==> src/rtl/mips_fetch_pkg.sv <==
// Shared types and helpers for the instruction fetch sequencer.
// Optional build macro used by the fetch top: FETCH_PERF_CNT_EN.
package mips_fetch_pkg;

  typedef enum logic [1:0] {
    IDLE  = 2'd0,
    FETCH = 2'd1,
    HALT  = 2'd2
  } fetch_state_t;

  localparam logic [5:0] OPC_J = 6'b000010;

  // True when instr is an unconditional j whose target equals pc.
  // Callers pass the target field already truncated to the ROM index
  // width (upper target bits zeroed) and the pc zero-extended to 26 bits.
  function automatic logic is_self_jump(input logic [31:0] instr,
                                        input logic [25:0] pc);
    return (instr[31:26] == OPC_J) && (instr[25:0] == pc);
  endfunction

endpackage

==> src/rtl/fetch_out_reg.sv <==
// Valid/ready holding register with a flush input. A flush has priority
// over a load so a redirect can squash the word that would otherwise be
// captured; without load, the held word drops once it is accepted.
module fetch_out_reg #(
  parameter int DATA_W = 32,
  parameter int TAG_W  = 6
) (
  input  logic              clk,
  input  logic              rst_n,
  input  logic              load,
  input  logic              flush,
  input  logic [DATA_W-1:0] in_data,
  input  logic [TAG_W-1:0]  in_tag,
  input  logic              out_ready,
  output logic              out_valid,
  output logic [DATA_W-1:0] out_data,
  output logic [TAG_W-1:0]  out_tag
);

  // Holding register: flush clears valid, load captures, accept drains.
  always_ff @(posedge clk or negedge rst_n) begin
    if (!rst_n) begin
      out_valid <= 1'b0;
      out_data  <= '0;
      out_tag   <= '0;
    end else if (flush) begin
      out_valid <= 1'b0;
    end else if (load) begin
      out_valid <= 1'b1;
      out_data  <= in_data;
      out_tag   <= in_tag;
    end else if (out_valid && out_ready) begin
      out_valid <= 1'b0;
    end else begin
      out_valid <= out_valid;
    end
  end

endmodule

==> src/rtl/imem_fetch_ctrl.sv <==
// Fetch sequencer: owns the PC, addresses the instruction ROM, registers
// each fetched word for decode, handles redirects and self-loop halts.
// Optional macro FETCH_PERF_CNT_EN adds saturating fetch/stall counters.
module imem_fetch_ctrl
  import mips_fetch_pkg::*;
#(
  parameter int ADDR_W   = 6,
  parameter int RESET_PC = 0
) (
  input  logic              clk,
  input  logic              rst_n,
  input  logic              start,
  output logic [ADDR_W-1:0] imem_addr,
  input  logic [31:0]       imem_data,
  input  logic              redirect_valid,
  input  logic [ADDR_W-1:0] redirect_pc,
  output logic              out_valid,
  input  logic              out_ready,
  output logic [31:0]       out_instr,
  output logic [ADDR_W-1:0] out_pc,
  output logic              halted
`ifdef FETCH_PERF_CNT_EN
  ,
  output logic [31:0]       fetch_cnt,
  output logic [31:0]       stall_cnt
`endif
);

  fetch_state_t      state_r;
  fetch_state_t      state_next_s;
  logic [ADDR_W-1:0] pc_r;
  logic [ADDR_W-1:0] pc_next_s;
  logic              halted_r;
  logic              advance_s;
  logic              self_jump_s;
  logic              load_s;
  logic              flush_s;
  logic [ADDR_W-1:0] jump_tgt_s;

  assign imem_addr  = pc_r;
  assign halted     = halted_r;
  assign advance_s  = !out_valid || out_ready;
  assign jump_tgt_s = imem_data[ADDR_W-1:0];
  assign self_jump_s = is_self_jump({imem_data[31:26], 26'(jump_tgt_s)},
                                    26'(pc_r));

  // State, PC and halt flag registers.
  always_ff @(posedge clk or negedge rst_n) begin
    if (!rst_n) begin
      state_r  <= IDLE;
      pc_r     <= ADDR_W'(RESET_PC);
      halted_r <= 1'b0;
    end else begin
      state_r  <= state_next_s;
      pc_r     <= pc_next_s;
      halted_r <= (state_next_s == HALT);
    end
  end

  // Next-state: redirect beats halt detection; HALT is left only by reset.
  always_comb begin
    state_next_s = state_r;
    case (state_r)
      IDLE: begin
        if (start) begin
          state_next_s = FETCH;
        end else begin
          state_next_s = IDLE;
        end
      end
      FETCH: begin
        if (redirect_valid) begin
          state_next_s = FETCH;
        end else if (advance_s && self_jump_s) begin
          state_next_s = HALT;
        end else begin
          state_next_s = FETCH;
        end
      end
      HALT: begin
        state_next_s = HALT;
      end
      default: begin
        state_next_s = IDLE;
      end
    endcase
  end

  // Datapath controls: PC update and capture/flush of the output stage.
  always_comb begin
    pc_next_s = pc_r;
    load_s    = 1'b0;
    flush_s   = 1'b0;
    case (state_r)
      FETCH: begin
        if (redirect_valid) begin
          pc_next_s = redirect_pc;
          flush_s   = 1'b1;
        end else if (advance_s) begin
          load_s = 1'b1;
          if (self_jump_s) begin
            pc_next_s = pc_r;
          end else begin
            pc_next_s = pc_r + ADDR_W'(1);
          end
        end else begin
          pc_next_s = pc_r;
        end
      end
      IDLE, HALT: begin
        pc_next_s = pc_r;
      end
      default: begin
        pc_next_s = pc_r;
      end
    endcase
  end

  fetch_out_reg #(
    .DATA_W (32),
    .TAG_W  (ADDR_W)
  ) u_out_reg (
    .clk       (clk),
    .rst_n     (rst_n),
    .load      (load_s),
    .flush     (flush_s),
    .in_data   (imem_data),
    .in_tag    (pc_r),
    .out_ready (out_ready),
    .out_valid (out_valid),
    .out_data  (out_instr),
    .out_tag   (out_pc)
  );

`ifdef FETCH_PERF_CNT_EN
  // Saturating handshake and stall counters, frozen once halted.
  always_ff @(posedge clk or negedge rst_n) begin
    if (!rst_n) begin
      fetch_cnt <= 32'd0;
      stall_cnt <= 32'd0;
    end else if (state_r != HALT) begin
      if (out_valid && out_ready && (fetch_cnt != 32'hFFFF_FFFF)) begin
        fetch_cnt <= fetch_cnt + 32'd1;
      end else begin
        fetch_cnt <= fetch_cnt;
      end
      if ((state_r == FETCH) && out_valid && !out_ready &&
          (stall_cnt != 32'hFFFF_FFFF)) begin
        stall_cnt <= stall_cnt + 32'd1;
      end else begin
        stall_cnt <= stall_cnt;
      end
    end else begin
      fetch_cnt <= fetch_cnt;
      stall_cnt <= stall_cnt;
    end
  end
`else
  // No performance counters in this build.
`endif

endmodule
==> config.mk <==
export PLATFORM = sky130hd
export DESIGN_NAME = imem_fetch_ctrl
export DESIGN_NICKNAME = d
export VERILOG_FILES = /design/src/rtl/mips_fetch_pkg.sv /design/src/rtl/fetch_out_reg.sv /design/src/rtl/imem_fetch_ctrl.sv
export SDC_FILE = /design/constraint.sdc
export NUM_CORES = 1
export LEC_CHECK = 0
export CORE_MARGIN = 10
export CORE_UTILIZATION = 43
export DETAILED_ROUTE_END_ITERATION = 7
export PLACE_DENSITY = 0.83
export REMOVE_ABC_BUFFERS = 1
export SLEW_MARGIN = 15
export SYNTH_ARGS = -nofsm -noshare
export SYNTH_HDL_FRONTEND = slang
export SYNTH_HIERARCHICAL = 1
export SYNTH_SLANG_ARGS = --single-unit
==> constraint.sdc <==
create_clock -name clk -period 2.3 [get_ports clk]
set_input_delay 0.23 -clock clk [delete_from_list [all_inputs] [get_ports clk]]
set_output_delay 0.23 -clock clk [all_outputs]
set_load 0.005 [all_outputs]
==> results of run 1 <==
[state kept, by name, summed over array words and instances, names as in the netlist]
register,flops
u_out_reg/out_valid,1
u_out_reg/out_data,32
u_out_reg/out_tag,6
imem_addr,6
state_r,2
halted,1
[worst register-to-register path, stage by stage (launching register included)]
cell     delay (ns)
dfrtp_1        0.39
nor2b_1        0.14
nor2_1         0.23
nand2_1        0.11
inv_1          0.10
nor2b_4        0.21
buf_12         0.21
mux2_2         0.35
[Yosys cell counts (2+ instances only)]
library cell	n	area share (%)
dfrtp_1	48	55
mux2_4	20	14
mux2_2	18	9.3
nor2_1	8	1.4
xnor2_1	6	2.4
nand2_1	5	0.86
nand3_1	5	1.1
nor3_1	5	1.1
inv_1	4	0.69
nor2b_1	4	1.1
a21oi_1	2	0.46
a31o_2	2	0.80
buf_12	2	1.8
buf_6	2	1.0
nand4_1	2	0.57
o21ai_0	2	0.46
or3_1	2	0.57
[power by group]
| group | internal [mW] | total, mW | switching (mW) |
|---|---|---|---|
| combinational | 0.504 | 0.724 | 0.219 |
| sequential | 0.992 | 1.10 | 0.103 |
| clock | 0.207 | 0.460 | 0.253 |
| total | 1.70 | 2.28 | 0.575 |
[final timing paths]
check / from / end / slack [ns] / depth (start not counted)
max: u_out_reg/out_valid / u_out_reg/out_tag[3] / 0.45 / 7
min: rst_n / halted / 0.02 / 2
max reg2reg: u_out_reg/out_valid / u_out_reg/out_tag[3] / 0.45 / 7
min reg2reg: state_r[1] / state_r[0] / 0.47 / 1
max in group asynchronous: rst_n / u_out_reg/out_data[11] / 1.88 / 2
min in group clk: state_r[1] / state_r[0] / 0.47 / 1
[cell families after synthesis]
| kind of cell | Yosys count |
|---|---|
| AOI/OAI and AO/OA | 17 |
| muxes | 38 |
| buffers and inverters | 11 |
| and+or+nand+nor | 35 |
| adders and majority gates | 1 |
| DFF | 48 |
| xor gates and xnor gates | 6 |
[final cells by class]
| type | instances | share of cell area (%) |
|---|---|---|
| Sequential cell | 48 | 37.4 |
| Timing Repair Buffer | 94 | 29.4 |
| Multi-Input combinational cell | 97 | 27.6 |
| Tap cell | 67 | 2.61 |
| Clock buffer | 6 | 2.26 |
| Inverter | 5 | 0.584 |
| Clock inverter | 1 | 0.156 |
[metrics by stage]
stage	worst slack, ns	cell area (um2)	hold slack (ns)	power, mW	std cells
final	0.446	3210	0.0195	2.28	318
after global routing	0.282	3210	0.0614	2.43	318
after CTS	0.434	3210	0.0454	2.32	318
after detailed placement	0.163	3140	0.371	1.85	311
after global placement	0.215	3140	0.363	1.83	311
after floorplan	0.0279	2110	-0.0656	1.36	150
[layer usage]
| layer | up-vias | routed length (um) | part of all wire [%] |
|---|---|---|---|
| met5 | - | 0 | 0 |
| met4 | 0 | 31 | 0.57 |
| met3 | 4 | 372 | 6.8 |
| met2 | 58 | 2620 | 48 |
| met1 | 771 | 2410 | 44 |
| li1 | 745 | - | - |
==> impl_metrics.ini, run 1 <==
[synthesis]
synthArstFlopShare_pct = 100
synth_compound_area_share_pct = 5.91
syn_avg_cell_area_um2 = 14.0
synthDistinctLibCells = 36
synth_mux_area_share_pct = 23.1
synth-seq-cells = 48
synthFlopType = dfrtp_1
yosys.area_share.adder_pct = 0.574
ys.warnings.count = 6
synth_edf_count = 0
syn_area_mm2 = 0.00218
netlist_instances = 156
synth_xor_area_share_pct = 2.41
synth_top_family_by_area = multiplexers
synth-simple-area-share_pct = 8.67
yosysSeqAreaShare_pct = 55.1

[clock_tree]
postCtsSetupRepairBufs = 0
cts_buffers = 5
cts_tree = yes
cts_sinks = 48
cts_buffer_depth = 2
clk-insertion-delay-late_ns = 0.29
cts.repair.resized = 0
htree_levels = 2
clkTransAtPathRegs_ns = 0.08
cts-root-buf = clkbuf_8
cts-hold-fix-buffers = 0

[min_path]
worstHoldPathType = primary input to asynchronous set/reset pin

[timing]
skew_ns = 0.00386
fmax_mhz = 539
slew_viol_final = 0
worst_pin_slew_ns = 0.591
period_minus_slack_ns = 1.85
fin_crit_sh_pct = 80.6
slew-limit-headroom_pct = 60.6
hold_viol = 0
setup_viol = 0
tns_ns = 0
rsz0062_at_grt = no

[layout]
final_common_cell = clkdlybuf4s50_1
seq_area_mm2 = 0.00120
drive_gt1_share_pct = 21.9
final_cell_mix = clkdlybuf4s50_1, dfrtp_1, mux2_4
post-route-util_pct = 66.7
multiInputGateArea_um2 = 886
antennaDiodeCount = 0
fill_cells = 379
syn2layout_area_growth_pct = 47.4
nets = 295

[die]
row_count = 25
io_pins = 89
die_w_um = 91.2
core_area_mm2 = 0.00482
die_y_um = 91.2
start_util_pct = 45.2
die_area_mm2 = 0.00832

[grt]
grt_max_degree = 49
top_usage_layer = met2
grt_pass1_vias = 1703
grt_pass1_wl_mm = 8.96
grtUsageTotal_pct = 13.3
grtUsageMet1_pct = 16.2
met2_usage_pct = 21.4
met3_usage_pct = 5.27
antenna_found_initial = 0
grt_overflow = 0

[flow_run]
drv_cap = 0

[routing]
drc = 0
wirelength_mm = 5.43
drtPass1Iterations = 4
viasPerCell = 4.96
num_vias = 1578
avgRoutedWirePerCell_um = 17.1
drt_iter0_drc = 75
ant_nets = 0

[placed_design]
gp_congestion = 0.768
io_buffers = 88
hpwl_mm = 4.23

[critical_path]
crit_buf_inv = 2
crit_slowest_cell = dfrtp_1
start_kind = flop
slowest_delay_ns = 0.39
critical_path.top_delay_family = simple AND/OR/NAND/NOR gates
crit_fanout = 22
path_cells = nor2b_1 > nor2_1 > nand2_1 > inv_1 > nor2b_4 > buf_12 > mux2_2
worst-setup-path-type = flop to flop
end_kind = flop
arrival_ns = 2.03
required_ns = 2.48

[power_and_ir_drop]
power_leakage_nw = 1.34
powerDensity_mw_per_mm2 = 709
ir_drop_v = 0.000433

[run_status]
status = completed
(Power assumes the default switching activity.)
==> run 2, diff against run 1 <==
Settings changed: CORE_UTILIZATION 43 to 39, PLACE_DENSITY 0.83 to 0.8.
Clock period 2.3 ns to 1.6 ns, I/O delays scaled along.
==> run 2 against run 1 <==
  * The flow now finishes with violations (setup timing)
  * Fmax is 8.0% higher
  * Largest power group unchanged
  * Utilization grew 0.97 points
  * Die area rose by 8.0%
  * First-iteration DRC count decreased by 11%
  * Critical path type unchanged
  * Critical endpoint is now imem_addr[5]
  * Non-clock buffer count up 32
  * Clock power is 65% higher
==> impl_metrics.ini, run 2 (same netlist as run 1, synthesis figures left out) <==
[routing]
ant_nets = 0
drc = 0
avgRoutedWirePerCell_um = 17.9
num_vias = 1704
viasPerCell = 4.79
drt_iter0_drc = 67
drtPass1Iterations = 4
wirelength_mm = 6.38

[flow_run]
drv_cap = 0

[critical_path]
worst-setup-path-type = flop to flop
worstRegToRegCells = 5
required_ns = 1.79
start_kind = flop
r2r-start = imem_addr[4]
reg2reg_to = imem_addr[5]
crit_fanout = 7
end_kind = flop
arrival_ns = 1.90
r2r_setup_slack_ns = -0.12

[die]
die_w_um = 94.8
io_pins = 89
core_area_mm2 = 0.00547
die_area_mm2 = 0.00898
die_y_um = 94.8
start_util_pct = 39.8
row_count = 27

[layout]
final_cell_mix = clkdlybuf4s50_1, dfrtp_1, mux2_4
multiInputGateArea_mm2 = 0.00100
final_common_cell = clkdlybuf4s50_1
seq_area_mm2 = 0.00120
top_register = u_out_reg/out_data
fill_cells = 415
syn2layout_area_growth_pct = 69.9
antennaDiodeCount = 0
nets = 327
design_area_mm2 = 0.00370
largest_reg_flops = 32
drive_gt1_share_pct = 34.2

[timing]
fin_crit_sh_pct = 107
period_minus_slack_ns = 1.72
rsz0062_at_grt = yes
slew-limit-headroom_pct = 74.9
slew_viol_final = 0
worst_pin_slew_ns = 0.376
fmax_mhz = 582
worst_slack_ns = -0.117
skew_ns = 0.00671
setup_viol = 44
hold_viol = 0

[power_and_ir_drop]
power_leakage_nw = 1.63
ir_drop_v = 0.000517
power_mw = 3.60
powerDensity_mw_per_mm2 = 973

[run_status]
status = finished with violations
violations = setup timing

[placed_design]
dpl_cell_area_mm2 = 0.00328
io_buffers = 88
hpwl_mm = 4.54
dp_slack_ns = -0.441
gp_congestion = 0.807

[grt]
grt_max_degree = 25
grt_pass1_vias = 1801
grtUsageTotal_pct = 12.7
grt_overflow = 0
antenna_found_initial = 0
grt_pass1_wl_mm = 9.08

[clock_tree]
clk-insertion-delay-late_ns = 0.29
htree_levels = 2
clkTransAtPathRegs_ns = 0.09
cts_sinks = 48
cts_tree = yes
cts_buffers = 5
cts_buffer_depth = 2
cts-root-buf = clkbuf_8

[min_path]
worstHoldPathType = primary input to asynchronous set/reset pin
-- run 2: cell count changes in the layout (fill, tap and decap cells not counted), moves of 4 or more --
| cell | previous run | this run |
|---|---|---|
| mux2_2 | 18 | 0 |
| clkbuf_16 | 0 | 4 |
| mux2_4 | 20 | 38 |
| buf_4 | 4 | 27 |
-- run 2: cell type report --
type	count	area share, %
tap	72	2.43
sequential	48	32.4
clock inverter	2	0.405
clock buffer	6	2.23
timing repair buffer	126	34.9
multi-input combinational	97	27.1
inverter	5	0.507
-- run 2: worst max path at each step --
stage,start,endpoint,slack (ns),depth (start not counted)
finish,imem_addr[4],imem_addr[5],-0.12,5
CTS,u_out_reg/out_valid,u_out_reg/out_data[27],-0.08,7
detailed placement,imem_data[29],imem_addr[5],-0.44,6
global route,imem_addr[4],imem_addr[5],-0.20,5
floorplan,state_r[0],u_out_reg/out_data[0],-0.67,5
global placement,imem_data[29],imem_addr[5],-0.38,6
-- run 2: where the power goes --
part	internal, mW	switching [mW]	total, mW	leakage, nW
combinational	0.888	0.402	1.29	1.02
sequential	1.43	0.127	1.55	0.566
clock	0.351	0.410	0.761	0.0434
total	2.66	0.939	3.60	1.63
-- run 2: per-stage QoR --
step | setup TNS [ns] | util (%) | std cells | hold WS (ns)
after floorplan | -24.35 | - | 150 | -0.136
after global routing | -6.10 | 67.7 | 356 | 0.310
after global placement | -11.47 | 59.9 | 334 | 0.100
final | -2.44 | 67.7 | 356 | 0.306
after detailed placement | -12.31 | 59.9 | 334 | 0.103
after CTS | -2.04 | 62.6 | 346 | 0.282
-- run 2: what timing repair did --
action                                 in CTS  in global routing
pin swaps                                   6                  4
setup buffers                               3                  5
setup endpoints to repair                  44                 48
cloned                                      0                  6
hold buffers                                1                  0
endpoints found under the hold margin      14                  0
resized for setup                           8                 30
-- run 2: per-layer routing --
layer / up-vias / global-route usage (%) / wire length (um) / part of all wire [%]
li1: 813 / - / - / -
met2: 53 / 20.4 / 3250 / 51
met5: - / 0 / 0 / 0
met1: 834 / 15.6 / 2650 / 42
met4: 0 / 3.49 / 27 / 0.42
met3: 4 / 4.76 / 448 / 7.0
-- run 2: worst max-delay path, stage by stage, from the launching register on --
cell,delay [ns]
dfrtp_1,0.40
xnor2_1,0.16
nand4_1,0.20
o31a_1,0.39
or3_1,0.34
o211a_1,0.14
==> run 3, diff against run 2 <==
Settings changed: CORE_UTILIZATION 39 to 38, PLACE_DENSITY 0.8 to 0.79, SYNTH_HIERARCHICAL 1 to not set.
==> run 3 against run 2 <==
  * The run still ends with setup timing left
  * Cell area decreased by 8.0%
  * Sequential share of layout area increased by 2.8 points
  * Hold slack got worse by 0.10 ns
  * Fmax increased by 1.9%
  * Flip-flop and latch count unchanged
  * Total power decreased by 7.5%
  * Wire length decreased by 5.3%
  * Combinational power decreased by 29%
  * Critical path type is now primary input to flop
  * Sequential power decreased by 5%
  * Via count decreased by 0.35%
  * Area after synthesis decreased by 4.2%
==> impl_metrics.ini, run 3 <==
[synthesis]
syn_avg_cell_area_um2 = 13.3
synthDistinctLibCells = 36
synth_edf_count = 0
syn_area_mm2 = 0.00209
synthFlopType = dfrtp_1
synth-seq-cells = 48
yosysSeqAreaShare_pct = 57.6
synthArstFlopShare_pct = 100
yosys.area.top_type = dfrtp_1
synthMostInstantiatedCell = dfrtp_1
netlist_instances = 157
ys_top_cells_by_area = dfrtp_1, mux2_2, xor2_1, nand2_1, nor2_1
synth_common_cells = dfrtp_1, mux2_2, nand2_1
synth_top_cell_area_share_pct = 57.6
ys.warnings.count = 0

[grt]
grtUsageTotal_pct = 13.7
grt_pass1_vias = 1860
grt_max_degree = 49
antenna_found_initial = 0
grt_overflow = 0
grt_pass1_wl_mm = 9.45

[power_and_ir_drop]
powerDensity_mw_per_mm2 = 978
ir_drop_v = 0.000724
power_mw = 3.33
power_leakage_nw = 1.43

[timing]
fin_crit_sh_pct = 105
period_minus_slack_ns = 1.69
fmax_mhz = 593
slew_viol_final = 0
hold_viol = 0
skew_ns = 0.00761
tns_ns = -0.122
worst_pin_slew_ns = 0.292
setup_viol = 4
rsz0062_at_grt = yes
slew-limit-headroom_pct = 80.4
worst_slack_ns = -0.0852

[critical_path]
worst-setup-path-type = primary input to flop
r2r_setup_slack_ns = -0.01
path_cells = clkdlybuf4s50_1 > or2b_4 > nor4_4 > buf_4 > nand2_4 > a311oi_2 > nor3b_2
crit_fanout = 5
crit_slowest_cell = clkdlybuf4s50_1
end_kind = flop
reg2reg_to = imem_addr[4]
crit_cells = 7
start_kind = primary input
slowest_delay_ns = 0.48
critical_path.top_delay_family = simple AND/OR/NAND/NOR gates
required_ns = 1.78
crit_buf_inv = 2
r2r-start = imem_addr[0]
worstRegToRegCells = 7
arrival_ns = 1.87

[placed_design]
io_buffers = 88
hpwl_mm = 4.47
dpl_cell_area_mm2 = 0.00319
gp_congestion = 0.865

[clock_tree]
htree_levels = 2
cts_buffer_depth = 2
clkTransAtPathRegs_ns = 0.09
cts_buffers = 5
clk-insertion-delay-late_ns = 0.31
cts-root-buf = clkbuf_8
cts_sinks = 48
cts_tree = yes

[routing]
wirelength_mm = 6.04
avgRoutedWirePerCell_um = 17.7
drc = 0
num_vias = 1698
drt_iter0_drc = 89
ant_nets = 0
viasPerCell = 4.98
drtPass1Iterations = 4
wl_met1_mm = 2.32
maxUsedRoutingLayer = met4
dr_wl_met2_mm = 2.77
dr_wl_met3_um = 865

[layout]
post-route-util_pct = 65.5
largest_reg_flops = 32
design_area_mm2 = 0.00341
antennaDiodeCount = 0
final_cell_mix = clkdlybuf4s50_1, dfrtp_1, mux2_2
final_common_cell = clkdlybuf4s50_1
drive_gt1_share_pct = 31.4
nets = 314
top_register = u_out_reg.out_data
syn2layout_area_growth_pct = 63.3
fill_cells = 417

[die]
die_w_um = 94.1
row_count = 26
io_pins = 89
core_area_mm2 = 0.00520
die_area_mm2 = 0.00886
die_y_um = 94.1
start_util_pct = 40.1

[flow_run]
drv_cap = 0

[min_path]
holdCritStartpoint = imem_data[29]
hold_depth = 2
worstHoldPathType = primary input to flop
hold_end = u_out_reg.out_data[29]

[run_status]
violations = setup timing
status = finished with violations
==> run 3: changes by cell type after synthesis, moves of 3 or more <==
cell	before	now
mux2_2	18	38
mux2_4	20	0
xnor2_1	6	0
xor2_1	0	6
buf_2	0	4
nand3_1	5	1
nand2_1	5	8
==> run 3: cells by family (layout without fill, tap and decap cells) <==
logic type                 count (synthesis)  count (layout)  share of synthesized area, %
buffers and inverters                     10             123                          2.04
muxes                                     38              38                          20.5
and+or+nand+nor                           37              37                          10.5
adders and majority gates                  1               1                         0.599
DFF                                       48              48                          57.6
xor gates and xnor gates                   6               6                          2.52
AOI/OAI and AO/OA                         17              18                          6.29
==> run 3: layout make-up <==
class / instances / area [um2] / area share (%)
clock buffers: 7 / 96.3 / 2.83
flip-flops and latches: 48 / 1200 / 35.3
well taps: 70 / 87.6 / 2.57
multi-input cells: 100 / 896 / 26.3
clock inverters: 1 / 30.0 / 0.881
repair buffers: 111 / 1080 / 31.7
inverters: 4 / 15.0 / 0.441
==> run 3: through the flow <==
stage,instances,setup WS [ns],hold WS (ns)
floorplan,151,-1.17,-0.136
global placement,327,-0.488,0.168
detailed placement,327,-0.562,0.169
CTS,337,-0.0340,0.205
global route,341,-0.162,0.223
finish,341,-0.0852,0.206
==> run 3: where the power goes <==
| group | internal, mW | switching [mW] |
|---|---|---|
| clock | 0.551 | 0.403 |
| sequential | 1.38 | 0.0869 |
| combinational | 0.593 | 0.321 |
==> run 3: worst max path at each step <==
| stage | start | end | slack [ns] |
|---|---|---|---|
| floorplan | state_r[1] | u_out_reg.out_data[10] | -1.17 |
| global placement | imem_data[31] | imem_addr[3] | -0.49 |
| detailed placement | imem_data[31] | imem_addr[3] | -0.56 |
| CTS | imem_addr[1] | imem_addr[4] | -0.03 |
| global route | imem_data[27] | imem_addr[4] | -0.16 |
| finish | imem_data[27] | imem_addr[4] | -0.09 |
==> run 3: what timing repair did <==
item | in CTS | in global routing
hold buffers | 1 | 0
setup buffers | 1 | 4
pin swaps | 7 | 10
endpoints found under the setup margin | 9 | 39
hold endpoints to repair | 48 | 0
resized for setup | 10 | 7
cloned | 0 | 1
==> run 3: metal layers <==
metal	global-route usage, %	vias to the layer above
met3	8.95	9
li1	-	796
met4	4.18	0
met2	21.8	84
met5	0	-
met1	14.4	809
==> run 3: worst register-to-register path: cells and delay by family, from the launching register on <==
family                    cells  cell delay, ns
and+or+nand+nor               3            0.41
DFF                           1            0.40
AOI/OAI and AO/OA             1            0.28
buffers and inverters         2            0.27
xor gates and xnor gates      1            0.14
